[src/rtl/gray_seq_pkg.sv]
// Shared types and helpers for the gray-code sequence monitor and other gray consumers.
package gray_seq_pkg;

  localparam int DEF_WIDTH = 3;
  localparam int MAXCODE   = (1 << DEF_WIDTH) - 1;

  typedef enum logic [1:0] {
    IDLE  = 2'd0,
    TRACK = 2'd1,
    FAULT = 2'd2
  } state_e;

  // Generic 32-bit decode; zero-extended narrower codes decode correctly.
  function automatic logic [31:0] gray2bin(input logic [31:0] g);
    logic [31:0] b;
    logic        acc;
    b   = 32'd0;
    acc = 1'b0;
    for (int i = 31; i >= 0; i--) begin
      acc  = acc ^ g[i];
      b[i] = acc;
    end
    return b;
  endfunction

endpackage

[src/rtl/gray_seq_monitor_if.sv]
// Sample bus between a gray counter (master) and the sequence monitor (slave).
interface gray_seq_monitor_if #(
  parameter int WIDTH  = 3,
  parameter int WRAP_W = 8
);
  logic              Valid;
  logic [WIDTH-1:0]  GrayIn;
  logic              Clear;
  logic [WIDTH-1:0]  BinOut;
  logic              BinValid;
  logic              Locked;
  logic              Wrap;
  logic [WRAP_W-1:0] WrapCount;
  logic              Error;

  modport master (
    output Valid, GrayIn, Clear,
    input  BinOut, BinValid, Locked, Wrap, WrapCount, Error
  );

  modport slave (
    input  Valid, GrayIn, Clear,
    output BinOut, BinValid, Locked, Wrap, WrapCount, Error
  );
endinterface

[src/rtl/gray2bin_comb.sv]
// Purely combinational gray-to-binary decoder, reusable by any gray consumer.
module gray2bin_comb #(
  parameter int WIDTH = 3
) (
  input  logic [WIDTH-1:0] gray_i,
  output logic [WIDTH-1:0] bin_o
);

  // Each binary bit is the XOR of all gray bits at and above its position.
  always_comb begin
    logic acc;
    acc   = 1'b0;
    bin_o = {WIDTH{1'b0}};
    for (int i = WIDTH - 1; i >= 0; i--) begin
      acc      = acc ^ gray_i[i];
      bin_o[i] = acc;
    end
  end

endmodule

[src/rtl/gray_seq_monitor.sv]
// Decodes a gray sample stream, checks single-step progression, counts wraps
// and latches a sticky error on any illegal step.
module gray_seq_monitor
  import gray_seq_pkg::*;
#(
  parameter int WIDTH  = 3,
  parameter int WRAP_W = 8
) (
  input  logic                Clk,
  input  logic                Reset,
  gray_seq_monitor_if.slave   bus
);

  localparam logic [WIDTH-1:0]  MAX_CODE  = {WIDTH{1'b1}};
  localparam logic [WIDTH-1:0]  STEP_ONE  = WIDTH'(1'b1);
  localparam logic [WIDTH-1:0]  ZERO_CODE = {WIDTH{1'b0}};
  localparam logic [WRAP_W-1:0] WRAP_MAX  = {WRAP_W{1'b1}};
  localparam logic [WRAP_W-1:0] WRAP_ONE  = WRAP_W'(1'b1);

  logic [WIDTH-1:0]  bin_s;
  logic [WIDTH-1:0]  delta_s;

  state_e            state_q,     state_d;
  logic [WIDTH-1:0]  prev_q,      prev_d;
  logic [WIDTH-1:0]  bin_q,       bin_d;
  logic              bin_valid_q, bin_valid_d;
  logic              locked_q,    locked_d;
  logic              wrap_q,      wrap_d;
  logic [WRAP_W-1:0] wrap_cnt_q,  wrap_cnt_d;
  logic              error_q,     error_d;

  gray2bin_comb #(.WIDTH(WIDTH)) u_dec (
    .gray_i (bus.GrayIn),
    .bin_o  (bin_s)
  );

  assign delta_s = bin_s - prev_q;

  // Next-state logic: decode path, clear priority, then the tracking FSM.
  always_comb begin
    state_d     = state_q;
    prev_d      = prev_q;
    locked_d    = locked_q;
    wrap_d      = 1'b0;
    wrap_cnt_d  = wrap_cnt_q;
    error_d     = error_q;
    bin_valid_d = bus.Valid;

    if (bus.Valid) begin
      bin_d = bin_s;
    end else begin
      bin_d = bin_q;
    end

    if (bus.Clear) begin
      state_d  = IDLE;
      error_d  = 1'b0;
      locked_d = 1'b0;
    end else if (bus.Valid) begin
      case (state_q)
        IDLE: begin
          prev_d   = bin_s;
          locked_d = 1'b1;
          state_d  = TRACK;
        end
        TRACK: begin
          if (delta_s == ZERO_CODE) begin
            prev_d = prev_q;
          end else if (delta_s == STEP_ONE) begin
            prev_d = bin_s;
            if (prev_q == MAX_CODE) begin
              wrap_d = 1'b1;
              if (wrap_cnt_q != WRAP_MAX) begin
                wrap_cnt_d = wrap_cnt_q + WRAP_ONE;
              end else begin
                wrap_cnt_d = wrap_cnt_q;
              end
            end else begin
              wrap_d = 1'b0;
            end
          end else begin
            // prev deliberately keeps the last legal code for debug visibility
            error_d  = 1'b1;
            locked_d = 1'b0;
            state_d  = FAULT;
          end
        end
        FAULT: begin
          state_d = FAULT;
        end
        default: begin
          state_d  = IDLE;
          locked_d = 1'b0;
        end
      endcase
    end else begin
      state_d = state_q;
    end
  end

  // State and output registers with synchronous reset.
  always_ff @(posedge Clk) begin
    if (Reset) begin
      state_q     <= IDLE;
      prev_q      <= ZERO_CODE;
      bin_q       <= ZERO_CODE;
      bin_valid_q <= 1'b0;
      locked_q    <= 1'b0;
      wrap_q      <= 1'b0;
      wrap_cnt_q  <= {WRAP_W{1'b0}};
      error_q     <= 1'b0;
    end else begin
      state_q     <= state_d;
      prev_q      <= prev_d;
      bin_q       <= bin_d;
      bin_valid_q <= bin_valid_d;
      locked_q    <= locked_d;
      wrap_q      <= wrap_d;
      wrap_cnt_q  <= wrap_cnt_d;
      error_q     <= error_d;
    end
  end

  assign bus.BinOut    = bin_q;
  assign bus.BinValid  = bin_valid_q;
  assign bus.Locked    = locked_q;
  assign bus.Wrap      = wrap_q;
  assign bus.WrapCount = wrap_cnt_q;
  assign bus.Error     = error_q;

endmodule

[src/flat_wrapper.sv]
// flat-port wrapper written by rule: the top's interface ports become plain ports
module gray_seq_monitor_flat import gray_seq_pkg::*;
#(
  parameter int WIDTH  = 3,
  parameter int WRAP_W = 8
)
  (Clk, Reset, bus_Valid, bus_GrayIn, bus_Clear, bus_BinOut, bus_BinValid, bus_Locked, bus_Wrap, bus_WrapCount, bus_Error);
  gray_seq_monitor_if #(.WIDTH(WIDTH), .WRAP_W(WRAP_W)) bus_i ();
  input  logic Clk;
  input  logic Reset;
  input wire logic [$bits(bus_i.Valid)-1:0] bus_Valid;
  input wire logic [$bits(bus_i.GrayIn)-1:0] bus_GrayIn;
  input wire logic [$bits(bus_i.Clear)-1:0] bus_Clear;
  output wire logic [$bits(bus_i.BinOut)-1:0] bus_BinOut;
  output wire logic [$bits(bus_i.BinValid)-1:0] bus_BinValid;
  output wire logic [$bits(bus_i.Locked)-1:0] bus_Locked;
  output wire logic [$bits(bus_i.Wrap)-1:0] bus_Wrap;
  output wire logic [$bits(bus_i.WrapCount)-1:0] bus_WrapCount;
  output wire logic [$bits(bus_i.Error)-1:0] bus_Error;
  assign bus_i.Valid = bus_Valid;
  assign bus_i.GrayIn = bus_GrayIn;
  assign bus_i.Clear = bus_Clear;
  assign bus_BinOut = bus_i.BinOut;
  assign bus_BinValid = bus_i.BinValid;
  assign bus_Locked = bus_i.Locked;
  assign bus_Wrap = bus_i.Wrap;
  assign bus_WrapCount = bus_i.WrapCount;
  assign bus_Error = bus_i.Error;
  gray_seq_monitor #(.WIDTH(WIDTH), .WRAP_W(WRAP_W)) u_core (.Clk(Clk), .Reset(Reset), .bus(bus_i));
endmodule
[config.mk]
export PLATFORM = sky130hd
export DESIGN_NAME = gray_seq_monitor_flat
export DESIGN_NICKNAME = d
export VERILOG_FILES = /design/src/rtl/gray_seq_pkg.sv /design/src/rtl/gray_seq_monitor_if.sv /design/src/rtl/gray2bin_comb.sv /design/src/rtl/gray_seq_monitor.sv /design/src/flat_wrapper.sv
export SDC_FILE = /design/constraint.sdc
export NUM_CORES = 1
export LEC_CHECK = 0
export ABC_AREA = 0
export CAP_MARGIN = 20
export CORE_UTILIZATION = 44
export DETAILED_ROUTE_END_ITERATION = 16
export GPL_TIMING_DRIVEN = 0
export PLACE_DENSITY = 0.74
export SLEW_MARGIN = 20
export SYNTH_ARGS = -nofsm -noshare
export SYNTH_HDL_FRONTEND = slang
export SYNTH_SLANG_ARGS = --single-unit
[constraint.sdc]
create_clock -name Clk -period 2.98 [get_ports Clk]
set_input_delay 0.298 -clock Clk [delete_from_list [all_inputs] [get_ports Clk]]
set_output_delay 0.298 -clock Clk [all_outputs]
set_load 0.01 [all_outputs]
Yosys cells after proc, flatten, opt, wreduce, memory -nomap -nowiden. Index checks and enable logic that the tools add are counted.

Bits of input ports: 7. Word-level logic and storage cells: 46. Flip-flop bits (word level): 20.

Bitwise gates (word level): 8. $add $sub $neg: 2. Reductions and logical operators: 10. Mux-type cells: 10. Eq/ne operators: 8.

Operators by type and width (count): adder 8 x 1 -> 8 bit (second input constant) (1); inequality test 8 bit (second input constant) (1); AND reduction 4 bit (2); AND reduction 7 bit (1); 2-to-1 mux 3 bit (2); NOT 1 bit (6); case mux 2 bit (3 select lines) (1); case mux 3 bit (2 select lines) (1); OR reduction 6 bit (1); AND reduction 5 bit (1); 2-to-1 mux 2 bit (2); inequality test 2 bit (second input constant) (2); == test 3 x 1 -> 1 bit (second input constant) (1); == test 3 bit (second input constant) (1); zero test 3 bit (1); 2-to-1 mux 1 bit (3); case mux 1 bit (3 select lines) (1); AND reduction 3 bit (1); subtractor 3 bit (1); == test 2 x 1 -> 1 bit (second input constant) (1); == test 2 bit (second input constant) (1); zero test 2 bit (1); inequality test 2 x 1 -> 1 bit (second input constant) (1); nonzero test 2 bit (1); other kinds (2) (3).

Logic depth before layout (Yosys ltp).
Word-level depth: 7. Mapped depth: 12.

Cells and area by module. Synthesis repeated with hierarchy kept, for this count alone.

Cells, all modules: 109. Area, all modules: 1068.5 um^2.

By module, submodules not included: gray_seq_monitor (area each 1028.5 um^2, cells an instance 106, sequential area each 400.4 um^2, instances 1); gray2bin_comb (area each 40.0 um^2, cells an instance 3, sequential area each 0.0 um^2, instances 1).

Worst setup path before layout. No wires, ideal clock.

Path type: input to register. From: input port bus_GrayIn[2]. To: register u_core.wrap_cnt_q[5], in the netlist u_core.bus.WrapCount[5]. Path slack: -0.056 ns. Path buffers: 1. Arrival: 2.915 ns. Cell stages on the path: 11. Setup time: 0.121 ns. Cells stage by stage: xor2_1 -> xor2_1 -> inv_1 -> ha_1 -> inv_1 -> fa_1 -> nand2b_1 -> or4_1 -> buf_2 -> nor4_1 -> mux2_2.

Cells in the longest elaborated chain, start to end: 6. Elaborated cells on any way between the ends: 7. Classes of those cells: add/sub: 1; eq/ne: 1; bitwise: 3; reduce/logical: 2.

RTL lines: start, declared (line flat_wrapper.sv:12) `input wire logic [$bits(bus_i.GrayIn)-1:0] bus_GrayIn;`; bitwise XOR 1 bit (2 in a row) (line gray2bin_comb.sv:15) `acc = acc ^ gray_i[i];`; subtractor 3 bit * (line gray_seq_monitor.sv:37) `assign delta_s = bin_s - prev_q;`; zero test 3 bit (line gray_seq_monitor.sv:67) `if (delta_s == ZERO_CODE) begin`; NOT 1 bit (no line); AND reduction 7 bit (no line) *; end signal, assigned (line gray_seq_monitor.sv:110) `wrap_cnt_q <= {WRAP_W{1'b0}};`; end signal, assigned (line gray_seq_monitor.sv:119) `wrap_cnt_q <= wrap_cnt_d;`; end, declared (line gray_seq_monitor.sv:29) `logic [WRAP_W-1:0] wrap_cnt_q, wrap_cnt_d;`.

Mark *: on every way between the ends. The rest lies on a longest branch, timed or not. A chain may end at the register's enable or synchronous reset.

Worst setup path in the final report.
From: input port bus_GrayIn[1]. To: register u_core.wrap_cnt_q[7], in the netlist u_core.bus.WrapCount[7].

Cells in the longest elaborated chain, start to end: 6. Elaborated cells on any way between the ends: 7. Classes of those cells: add/sub: 1; eq/ne: 1; bitwise: 3; reduce/logical: 2.

RTL lines: bitwise XOR 1 bit * (line gray2bin_comb.sv:15); named net u_core.bin_s[1] (line gray_seq_monitor.sv:20) `logic [WIDTH-1:0] bin_s;`; bitwise XOR 1 bit (line gray2bin_comb.sv:15); subtractor 3 bit * (line gray_seq_monitor.sv:37); zero test 3 bit (line gray_seq_monitor.sv:67); NOT 1 bit (no line); AND reduction 7 bit (no line) *.

Mark *: on every way through the listed nets, which the timed path passes. The rest lies on a longest branch.

==> metrics.yaml <==
status: "complete, no violations"
drv_cap: 0
critical_path_peak_fanout: 7
hold_start: "bus_Valid"
critPathRequiredTime_ns: 3.22
hold_class: "in2reg"
netlist_area_sq_um: 1000
synthesis.instances: 107
cts_tree: "done"
syn_to_final_growth_pct: 32.0
synth_cell_type_count: 31
critPathLaunchType: "input pin"
cts_hold_buffers: 0
setup_ws_ns: 0.113
synth.net_count: 120
r2r-end: "u_core.bus.WrapCount[7]"
rr_worst_depth: 8
diodes: 0
die_h_um: 49.7
finalInstanceArea_sq_um: 1320
grt_max_degree: 11
cts-htree-levels: 1
dp_slack_ns: -0.770
rrSetupSlack_ns: 0.40
ir_drop_mv: 0.290
max_freq_mhz: 349
fillers: 189
layout.nets: 148
ys_seq_elements: 20
wl_um: 1980
whs_path_depth: 2
cp_slowest_stage_delay_ns: 0.51
placementRows: 16
netlist_top_cells_area: "dfxtp_1 40%, ha_1 6.3%, mux2i_1 6.0%"
ant_nets: 0
grt_usage_pct: 16.3
cts_sinks: 20
hold_path_end: "u_core.bus.BinValid"
clock_latency_ns: 0.29
drt_iter0_markers: 13
hold_violations: 0
start_util_pct: 49.0
yosysSeqAreaShare_pct: 40.0
place_area_sq_um: 1230
layout_common_cells: "20 x dfxtp_1, 16 x clkdlybuf4s50_1, 10 x nor2_1"
root_buffer: "clkbuf_4"
skew_ns: 0.00127
critPathCaptureType: "flop"
path_clk_slew_ns: 0.11
gp_congestion: 0.745
coreArea_sq_um: 2040
fin_cells: 160
io_pins: 22
p_leak_nw: 0.487
power_density_nw_per_um2: 371
first_pass_iters: 4
routedWlPerCell_um: 12.4
tightest_slew_ns: 0.637
finalCritPeriodShare_pct: 96.2
gr-total-overflow: 0
antenna_found_initial: 0
vias: 867
layout-drive-gt1-share_pct: 13.5
design.die.area_sq_um: 2470
cts_buffers: 3
portBuffers: 19
final_core_util_pct: 64.7
grt_pass1_vias: 705
worstReg2RegStart: "u_core.prev_q[0]"
drcViolationCount: 0
dieWidth_um: 49.7
finalSetupViolations: 0
slew_headroom_pct: 57.4
viasPerCell: 5.42
cts.path.max_buffers: 2
yosys.area.top_type: "dfxtp_1"
layout_commonest_cell: "dfxtp_1"
crit_arrival_ns: 3.10
placed_cells: 153
grt_pass1_wl_um: 3120
critPathSlowestCell: "or4_1"
critPathKind: "in2reg"
yosys.area.top_type_share_pct: 40.0
final_max_slew_viol_count: 0
fin_crit_ns: 2.87
hpwl_um: 1390
cp_cell_sequence: "dlygate4sd2_1, xor2_2, xor2_2, inv_1, ha_1, inv_1, fa_1, nand2b_1, or4_1, buf_6, or4_1, a21oi_2"
syn_area_per_cell_sq_um: 9.35
yosys_warnings: 0
## critical path, delay by kind of cell
family                     cells  cell delay [ns]
AOI/OAI and AO/OA              1             0.14
and+or+nand+nor                3             1.16
adders and majority gates      2             0.59
buffers and inverters          4             0.52
xor gates and xnor gates       2             0.39
## metal layers
metal / routed length (um) / GRT usage, % / vias to the layer above
li1: - / - / 435
met1: 963 / 20.9 / 403
met2: 908 / 26.6 / 25
met3: 77 / 2.78 / 4
met4: 30 / 7.14 / 0
met5: 0 / 0 / -
## Yosys cell counts
master     count
dfxtp_1       20
nor2_1        10
a21oi_1        7
inv_1          6
mux2i_1        6
nand2_1        6
ha_1           5
nand3_1        5
o21ai_0        5
o31ai_1        5
or4_1          5
buf_2          2
clkbuf_1       2
nor2b_1        2
o41ai_1        2
or3_1          2
or4bb_1        2
xor2_1         2
and2_1         1
buf_6          1
fa_1           1
mux2_2         1
nand2b_1       1
nand4_1        1
nand4bb_1      1
nor4_1         1
o211a_1        1
o211ai_1       1
o21a_1         1
or3b_2         1
xnor3_1        1
## layout make-up
cell class                 count  area, sq um  share of cell area [%]
multi-input combinational     76          591                    44.7
sequential                    20          400                    30.3
buffer                         5         35.0                    2.65
timing repair buffer          23          216                    16.4
inverter                       6         22.5                    1.70
tap                           27         33.8                    2.56
clock buffer                   3         22.5                    1.70
## cell families (layout without fill, tap and decap cells)
logic type,Yosys count,in the layout,synth area share (%)
simple gates,38,38,21.5
compound gates,22,22,14.0
flops,20,20,40.0
buf+inv,11,37,5.13
mux,7,7,7.13
fa+ha+maj,6,6,8.25
xor+xnor,3,3,4.00
## metrics by stage
stage / total power [W] / hold slack (ns) / TNS [ns]
2_1_floorplan: 0.000330 / 0.445 / 0
3_3_place_gp: 0.000355 / 0.451 / -6.90
3_5_place_dp: 0.000356 / 0.467 / -7.04
4_1_cts: 0.000491 / 0.332 / 0
5_1_grt: 0.000510 / 0.343 / -0.0240
6_report: 0.000490 / 0.343 / 0
## power breakdown
part	internal [W]	total, W	switching (W)	leakage [nW]
registers	0.000276	0.000281	0.00000495	0.163
logic	0.0000430	0.0000814	0.0000385	0.311
clock network	0.0000470	0.000128	0.0000808	0.0138
total	0.000366	0.000490	0.000124	0.487
## flip-flops by register name, indices dropped and copies added, names as in the netlist
| name | cells |
|---|---|
| u_core.bus.BinOut | 3 |
| u_core.bus.BinValid | 1 |
| u_core.bus.Error | 1 |
| u_core.bus.Locked | 1 |
| u_core.bus.Wrap | 1 |
| u_core.bus.WrapCount | 8 |
| u_core.prev_q | 3 |
| u_core.state_q | 2 |
## worst max-delay path by stage
stage / endpoint / slack, ns / from / cells after the start
3_3_place_gp: u_core.bus.WrapCount[5] / -0.76 / bus_GrayIn[2] / 12
3_5_place_dp: u_core.bus.WrapCount[5] / -0.77 / bus_GrayIn[2] / 12
5_1_grt: u_core.bus.WrapCount[7] / -0.02 / bus_GrayIn[1] / 12
2_1_floorplan: u_core.bus.WrapCount[5] / 0.03 / bus_GrayIn[2] / 11
6_report: u_core.bus.WrapCount[7] / 0.11 / bus_GrayIn[1] / 12
4_1_cts: u_core.bus.WrapCount[5] / 0.04 / bus_GrayIn[2] / 12
## timing repair
item / CTS / global route
resized for setup: 5 / 7
pin swaps: 3 / 2
buffers inserted: 3 / 1
setup endpoints to repair: 9 / 8
No activity file was read; power rests on OpenSTA's default activity.
